--- config.mk ---
export PLATFORM = sky130hd
export DESIGN_NAME = seg7_scan_driver
export DESIGN_NICKNAME = d
export VERILOG_FILES = /design/src/rtl/seg7_pkg.sv /design/src/rtl/seg7_decode.sv /design/src/rtl/seg7_scan_driver.sv
export SDC_FILE = /design/constraint.sdc
export NUM_CORES = 1
export LEC_CHECK = 0
export ABC_AREA = 1
export CAP_MARGIN = 25
export CELL_PAD_IN_SITES_DETAIL_PLACEMENT = 1
export CELL_PAD_IN_SITES_GLOBAL_PLACEMENT = 1
export CORE_ASPECT_RATIO = 0.75
export CORE_MARGIN = 4
export CORE_UTILIZATION = 25
export CTS_CLUSTER_DIAMETER = 30
export CTS_CLUSTER_SIZE = 16
export DETAILED_ROUTE_END_ITERATION = 16
export HOLD_SLACK_MARGIN = 0.15
export PLACE_DENSITY_LB_ADDON = 0.1
export SLEW_MARGIN = 10
export SYNTH_ARGS = -nofsm -noshare
export SYNTH_HDL_FRONTEND = slang
export SYNTH_SLANG_ARGS = --single-unit
--- constraint.sdc ---
create_clock -name clk -period 2.4 [get_ports clk]
set_input_delay 0.36 -clock clk [delete_from_list [all_inputs] [get_ports clk]]
set_output_delay 0.36 -clock clk [all_outputs]
set_load 0.01 [all_outputs]
--- src/rtl/seg7_pkg.sv ---
// Shared definitions for 7-segment display users.
// Glyph table (active-low, bit order a..g), dash glyph and scan phase.
package seg7_pkg;

   typedef enum logic {BLANK, DRIVE} phase_t;

   localparam logic [0:6] DASH = 7'b1111110;

   localparam logic [0:6] GLYPH [16] = '{
      7'b0000001,  // 0
      7'b1001111,  // 1
      7'b0010010,  // 2
      7'b0000110,  // 3
      7'b1001100,  // 4
      7'b0100100,  // 5
      7'b0100000,  // 6
      7'b0001111,  // 7
      7'b0000000,  // 8
      7'b0000100,  // 9
      7'b0001000,  // A
      7'b1100000,  // b
      7'b0110001,  // C
      7'b1000010,  // d
      7'b0110000,  // E
      7'b0111000   // F
   };

endpackage

--- src/rtl/seg7_decode.sv ---
// Nibble to active-low segment pattern (a..g).
// Decimal mode renders 10..15 as a dash.
module seg7_decode
   import seg7_pkg::*;
(
   input  logic [3:0] nibble,
   input  logic       mode,
   output logic [0:6] segment
);

   // table lookup with dash override for non-decimal nibbles
   always_comb begin
      segment = GLYPH[nibble];
      if (mode && (nibble > 4'd9))
         segment = DASH;
   end

endmodule

--- src/rtl/seg7_scan_driver.sv ---
// Time-multiplexed N-digit common-anode 7-segment scan driver.
// Optional macro SEG7_LZ_BLANK_EN enables leading-zero blanking.
module seg7_scan_driver
   import seg7_pkg::*;
#(
   parameter int NUM_DIGITS   = 4,
   parameter int REFRESH_DIV  = 25000,
   parameter int BLANK_CYCLES = 64
) (
   input  logic                    clk,
   input  logic                    i_reset,
   input  logic [4*NUM_DIGITS-1:0] i_value,
   input  logic [NUM_DIGITS-1:0]   i_dot,
   input  logic                    i_load,
   input  logic                    i_mode,
   output logic [0:6]              o_segment_enable,
   output logic [0:NUM_DIGITS-1]   o_display_enable,
   output logic                    o_dot_enable,
   output logic                    o_frame_start
);

   localparam int SW = $clog2(REFRESH_DIV);
   localparam int DW = (NUM_DIGITS > 1) ? $clog2(NUM_DIGITS) : 1;
   localparam int VW = 4 * NUM_DIGITS;
   localparam logic [SW-1:0] SLOT_LAST  = SW'(REFRESH_DIV - 1);
   localparam logic [SW-1:0] BLANK_END  = SW'(BLANK_CYCLES);
   localparam logic [DW-1:0] DIGIT_LAST = DW'(NUM_DIGITS - 1);

   logic [VW-1:0]         pend_value;
   logic [NUM_DIGITS-1:0] pend_dot;
   logic [VW-1:0]         shown_value;
   logic [NUM_DIGITS-1:0] shown_dot;
   logic [SW-1:0]         slot_cnt;
   logic [DW-1:0]         digit_idx;

   logic                  slot_wrap;
   logic                  frame_wrap;
   phase_t                phase;
   logic [3:0]            nibble;
   logic                  dot;
   logic [0:6]            glyph;
   logic                  lz_blank;

   logic [0:6]            seg_nxt;
   logic [0:NUM_DIGITS-1] disp_nxt;
   logic                  dot_nxt;

   assign slot_wrap  = (slot_cnt == SLOT_LAST);
   assign frame_wrap = slot_wrap && (digit_idx == DIGIT_LAST);
   assign phase      = (slot_cnt < BLANK_END) ? BLANK : DRIVE;

   // slot counter and digit index
   always_ff @(posedge clk) begin
      if (i_reset) begin
         slot_cnt  <= '0;
         digit_idx <= '0;
      end else begin
         slot_cnt <= slot_wrap ? '0 : slot_cnt + 1'b1;
         if (slot_wrap)
            digit_idx <= (digit_idx == DIGIT_LAST) ? '0 : digit_idx + 1'b1;
      end
   end

   // pending capture and frame-synchronous commit to shown
   always_ff @(posedge clk) begin
      if (i_reset) begin
         pend_value  <= '0;
         pend_dot    <= '0;
         shown_value <= '0;
         shown_dot   <= '0;
      end else begin
         if (i_load) begin
            pend_value <= i_value;
            pend_dot   <= i_dot;
         end
         if (frame_wrap) begin
            shown_value <= pend_value;
            shown_dot   <= pend_dot;
         end
      end
   end

   // pick the nibble and dot of the digit being scanned
   always_comb begin
      nibble = '0;
      dot    = 1'b0;
      for (int k = 0; k < NUM_DIGITS; k++) begin
         if (digit_idx == DW'(k)) begin
            nibble = shown_value[4*k +: 4];
            dot    = shown_dot[k];
         end
      end
   end

`ifdef SEG7_LZ_BLANK_EN
   logic [DW-1:0] hi_idx;

   // digits above the highest nonzero nibble are blank; digit 0 never is
   always_comb begin
      hi_idx = '0;
      for (int k = 0; k < NUM_DIGITS; k++) begin
         if (shown_value[4*k +: 4] != 4'd0)
            hi_idx = DW'(k);
      end
      lz_blank = (digit_idx > hi_idx);
   end
`else
   assign lz_blank = 1'b0;
`endif

   seg7_decode u_decode (
      .nibble  (nibble),
      .mode    (i_mode),
      .segment (glyph)
   );

   // next output pattern from phase, digit and blanking
   always_comb begin
      seg_nxt  = '1;
      disp_nxt = '1;
      dot_nxt  = 1'b1;
      if (phase == DRIVE) begin
         if (!lz_blank) begin
            disp_nxt[digit_idx] = 1'b0;
            seg_nxt             = glyph;
            dot_nxt             = ~dot;
         end else if (dot) begin
            disp_nxt[digit_idx] = 1'b0;
            dot_nxt             = 1'b0;
         end
      end
   end

   // registered outputs
   always_ff @(posedge clk) begin
      if (i_reset) begin
         o_segment_enable <= '1;
         o_display_enable <= '1;
         o_dot_enable     <= 1'b1;
         o_frame_start    <= 1'b0;
      end else begin
         o_segment_enable <= seg_nxt;
         o_display_enable <= disp_nxt;
         o_dot_enable     <= dot_nxt;
         o_frame_start    <= (slot_cnt == '0) && (digit_idx == '0);
      end
   end

endmodule

==> summary.txt <==
status = finished, final reports clean
P_int = 2.08 mW
FF-to-FF setup slack = 0.23 ns
hold_buf cts = 0
die area = 14400 um2
grt ovf = 0
Std-Cell Rows = 35
top_reg_cell synth = dfxtp_1
fmax = 462 MHz
clock slew at reported path FFs = 0.06 ns
Combinational Power Share = 4.4%
Hold Path End = shown_dot[0]
port bufs = 36
vias in the first global route = 2924
Worst Hold Path Cells = 2
final worst-path cycle share = 90.3%
Cells after Synth = 422
# resized after CTS = 0
leakage dissipation = 1.67 nW
Clk Tree Root Cell = clkbuf_16
DR vias/cell = 4.44
WP data arrival = 2.37 ns
grt peak-use layer = met1
M3 GR Usage = 3.51%
Slew Limit Fails = 0
RSZ-0062 raised after global routing = false
CTS tree = done
# clock sinks = 70
Die Y = 105 um
largest area contributor in the netlist = dfxtp_1
CP required = 2.61 ns
simple-gate area share of the yosys netlist = 31.3%
grt met2 use = 18.2%
Post-DP HPWL = 6.25 mm
pre-CTS WS = 0.191 ns
largest net degree at the start of global routing = 43
Post-Syn Area per Cell = 7.45 um2
Seq pwr share = 45.9%
CP max FO = 7
Via Count = 2790
largest family of logic cells by synthesized area = simple AND/OR/NAND/NOR gates
PwrDens = 667 nW/um2
Netlist cell types = 37
DR iter-0 viols = 208
critical path capture point type = flop
CORE AREA = 12300 um2
max-cap viol count = 0
post-synthesis compound-gate area fraction = 11.6%
Min Hold Slack = 0.482 ns
drt wl/cell = 13.3 um
Switch Pwr = 0.557 mW
final hold vios = 0
Hold Crit Class = flop to flop
post-synthesis mux area share = 0%
Yosys reg bits = 70
CTS Buf Count = 9
worst r2r src = digit_idx[0]
clock buffer depth = 2
routability cong. = 0.792
part of the Yosys area used for sequential elements = 44.6%
Reg-to-Reg End = o_segment_enable[0]
net count after synthesis = 458
xor and xnor area share after synthesis = 0.279%
setup repair bufs after CTS = 0
worst r2r path cells = 13
# IOs = 37
DR pass1 iterations = 4
M1 GR Usage = 18.4%
worst slew pin tran = 0.581 ns
fin crit period = 2.17 ns
hold path start = pend_dot[0]
worst setup slack after layout = 0.234 ns
startpoint class of the critical path = flop
ant diodes = 0
Max VDD drop = 0.000325 V
area fraction of the dominant cell type after synthesis = 44.6%
Chip Width = 137 um
DRC Markers = 0
Yosys Warn Count = 0
share of layout cells above drive strength 1 = 9.74%
Crit Path Class = flop to flop
Post-synth EDFFs = 0
clock share of power = 49.7%
Cell Area, Synth = 3140 um2
Switching Share = 21.2%
total wire length = 8.36 mm
Routed Antenna Nets = 0
Setup TNS = 0 ns
worst skew pair latency = 0.33 ns
CTS HTree Levels = 3
GRT Util Overall = 12.8%
ys async rst share = 0%
global-route wire length before repair = 14.6 mm
initial antenna violation count = 0
Adder-Cell Fraction of Synth Area = 4.78%
starting density of the core = 25.5%
Final setup viols = 0
Setup Skew = 0.00656 ns
synth top area cells = dfxtp_1, nor2_1, nand2_1
slew margin rel. = 61.2%
# nets final = 494
synth-to-layout area growth = 25.6%
## sequential cells by signal, indices dropped and copies added, names as in the netlist
register,flops
pend_value,16
o_frame_start,1
shown_dot,4
o_dot_enable,1
slot_cnt,15
shown_value,16
pend_dot,4
o_segment_enable,7
o_display_enable,4
digit_idx,2
## layout make-up
| type | instances | area [um2] |
|---|---|---|
| clock inverters | 4 | 47.5 |
| flip-flops and latches | 70 | 1400 |
| clock buffers | 11 | 243 |
| well taps | 166 | 208 |
| repair buffers | 41 | 398 |
| multi-input cells | 300 | 1510 |
| fillers | 1469 | 8360 |
| inverters | 36 | 138 |
## cells in the final DEF, fill, tap and decap left out, drive strengths merged
cell             n
nor2           105
dfxtp           70
nand2           65
o21ai           44
clkdlybuf4s50   36
inv             35
nand3           26
a21oi           15
ha              12
clkbuf          11
nand4           10
nor3             5
buf              5
or2              4
o211ai           3
nor3b            3
clkinv           3
a211oi           2
a21boi           1
a31oi            1
nand3b           1
nor4             1
o21bai           1
xnor2            1
bufinv           1
clkinvlp         1
## critical path, cell delays in order, from the launching register on
cell     delay, ns
dfxtp_1       0.37
inv_1         0.10
ha_1          0.29
nand2_1       0.11
nand2_1       0.06
nand3_1       0.07
nand2_1       0.05
o21ai_1       0.18
inv_1         0.11
ha_1          0.25
inv_1         0.11
nand3_1       0.13
nand3_1       0.12
nand4_1       0.09
## per-layer routing
metal | vias to the layer above | wire (um)
met4 | 0 | 98
met2 | 39 | 3540
met3 | 8 | 400
met1 | 1310 | 4320
li1 | 1433 | -
met5 | - | 0
## cells by family after synthesis
| logic type | after synthesis |
|---|---|
| adders and majority gates | 12 |
| AOI/OAI and AO/OA | 67 |
| xor gates and xnor gates | 1 |
| DFF | 70 |
| and+or+nand+nor | 220 |
| buffers and inverters | 52 |
## power groups by stage
stage	Sequential [mW]	Combinational (mW)	Clock [mW]
floorplan	1.23	0.0560	0
global placement	1.23	0.118	0
detailed placement	1.23	0.119	0
CTS	1.21	0.119	1.36
global route	1.21	0.134	1.42
finish	1.21	0.116	1.31
## metrics by stage
stage          utilization (%)  total power, mW  cells  cell area [um2]
2_1_floorplan                -             1.29    422             3140
3_3_place_gp              29.7             1.35    613             3650
3_5_place_dp              29.7             1.35    613             3650
4_1_cts                   32.0             2.69    628             3940
5_1_grt                   32.1             2.77    628             3950
6_report                  32.1             2.63    628             3950
## worst max path at each step
stage | startpoint | endpoint | slack, ns | cells past startpoint
final | digit_idx[0] | o_segment_enable[0] | 0.23 | 13
after global routing | digit_idx[0] | o_segment_enable[2] | 0.05 | 14
after CTS | digit_idx[0] | o_segment_enable[2] | 0.17 | 14
after detailed placement | digit_idx[0] | o_segment_enable[2] | 0.19 | 14
after global placement | digit_idx[0] | o_segment_enable[2] | 0.21 | 14
after floorplan | digit_idx[0] | o_segment_enable[6] | 0.37 | 10
## synthesized netlist by cell type, types with 5 or more instances
library cell  count
a21oi_1          15
ha_1             12
dfxtp_1          70
nand2_1          56
nand2_2           6
clkbuf_1          8
nor2_1          102
inv_1            28
nand3_1          24
o21ai_0          41
inv_2             6
nand4_1          10
nor3_1            5
Power figures use the tool's default switching activity.
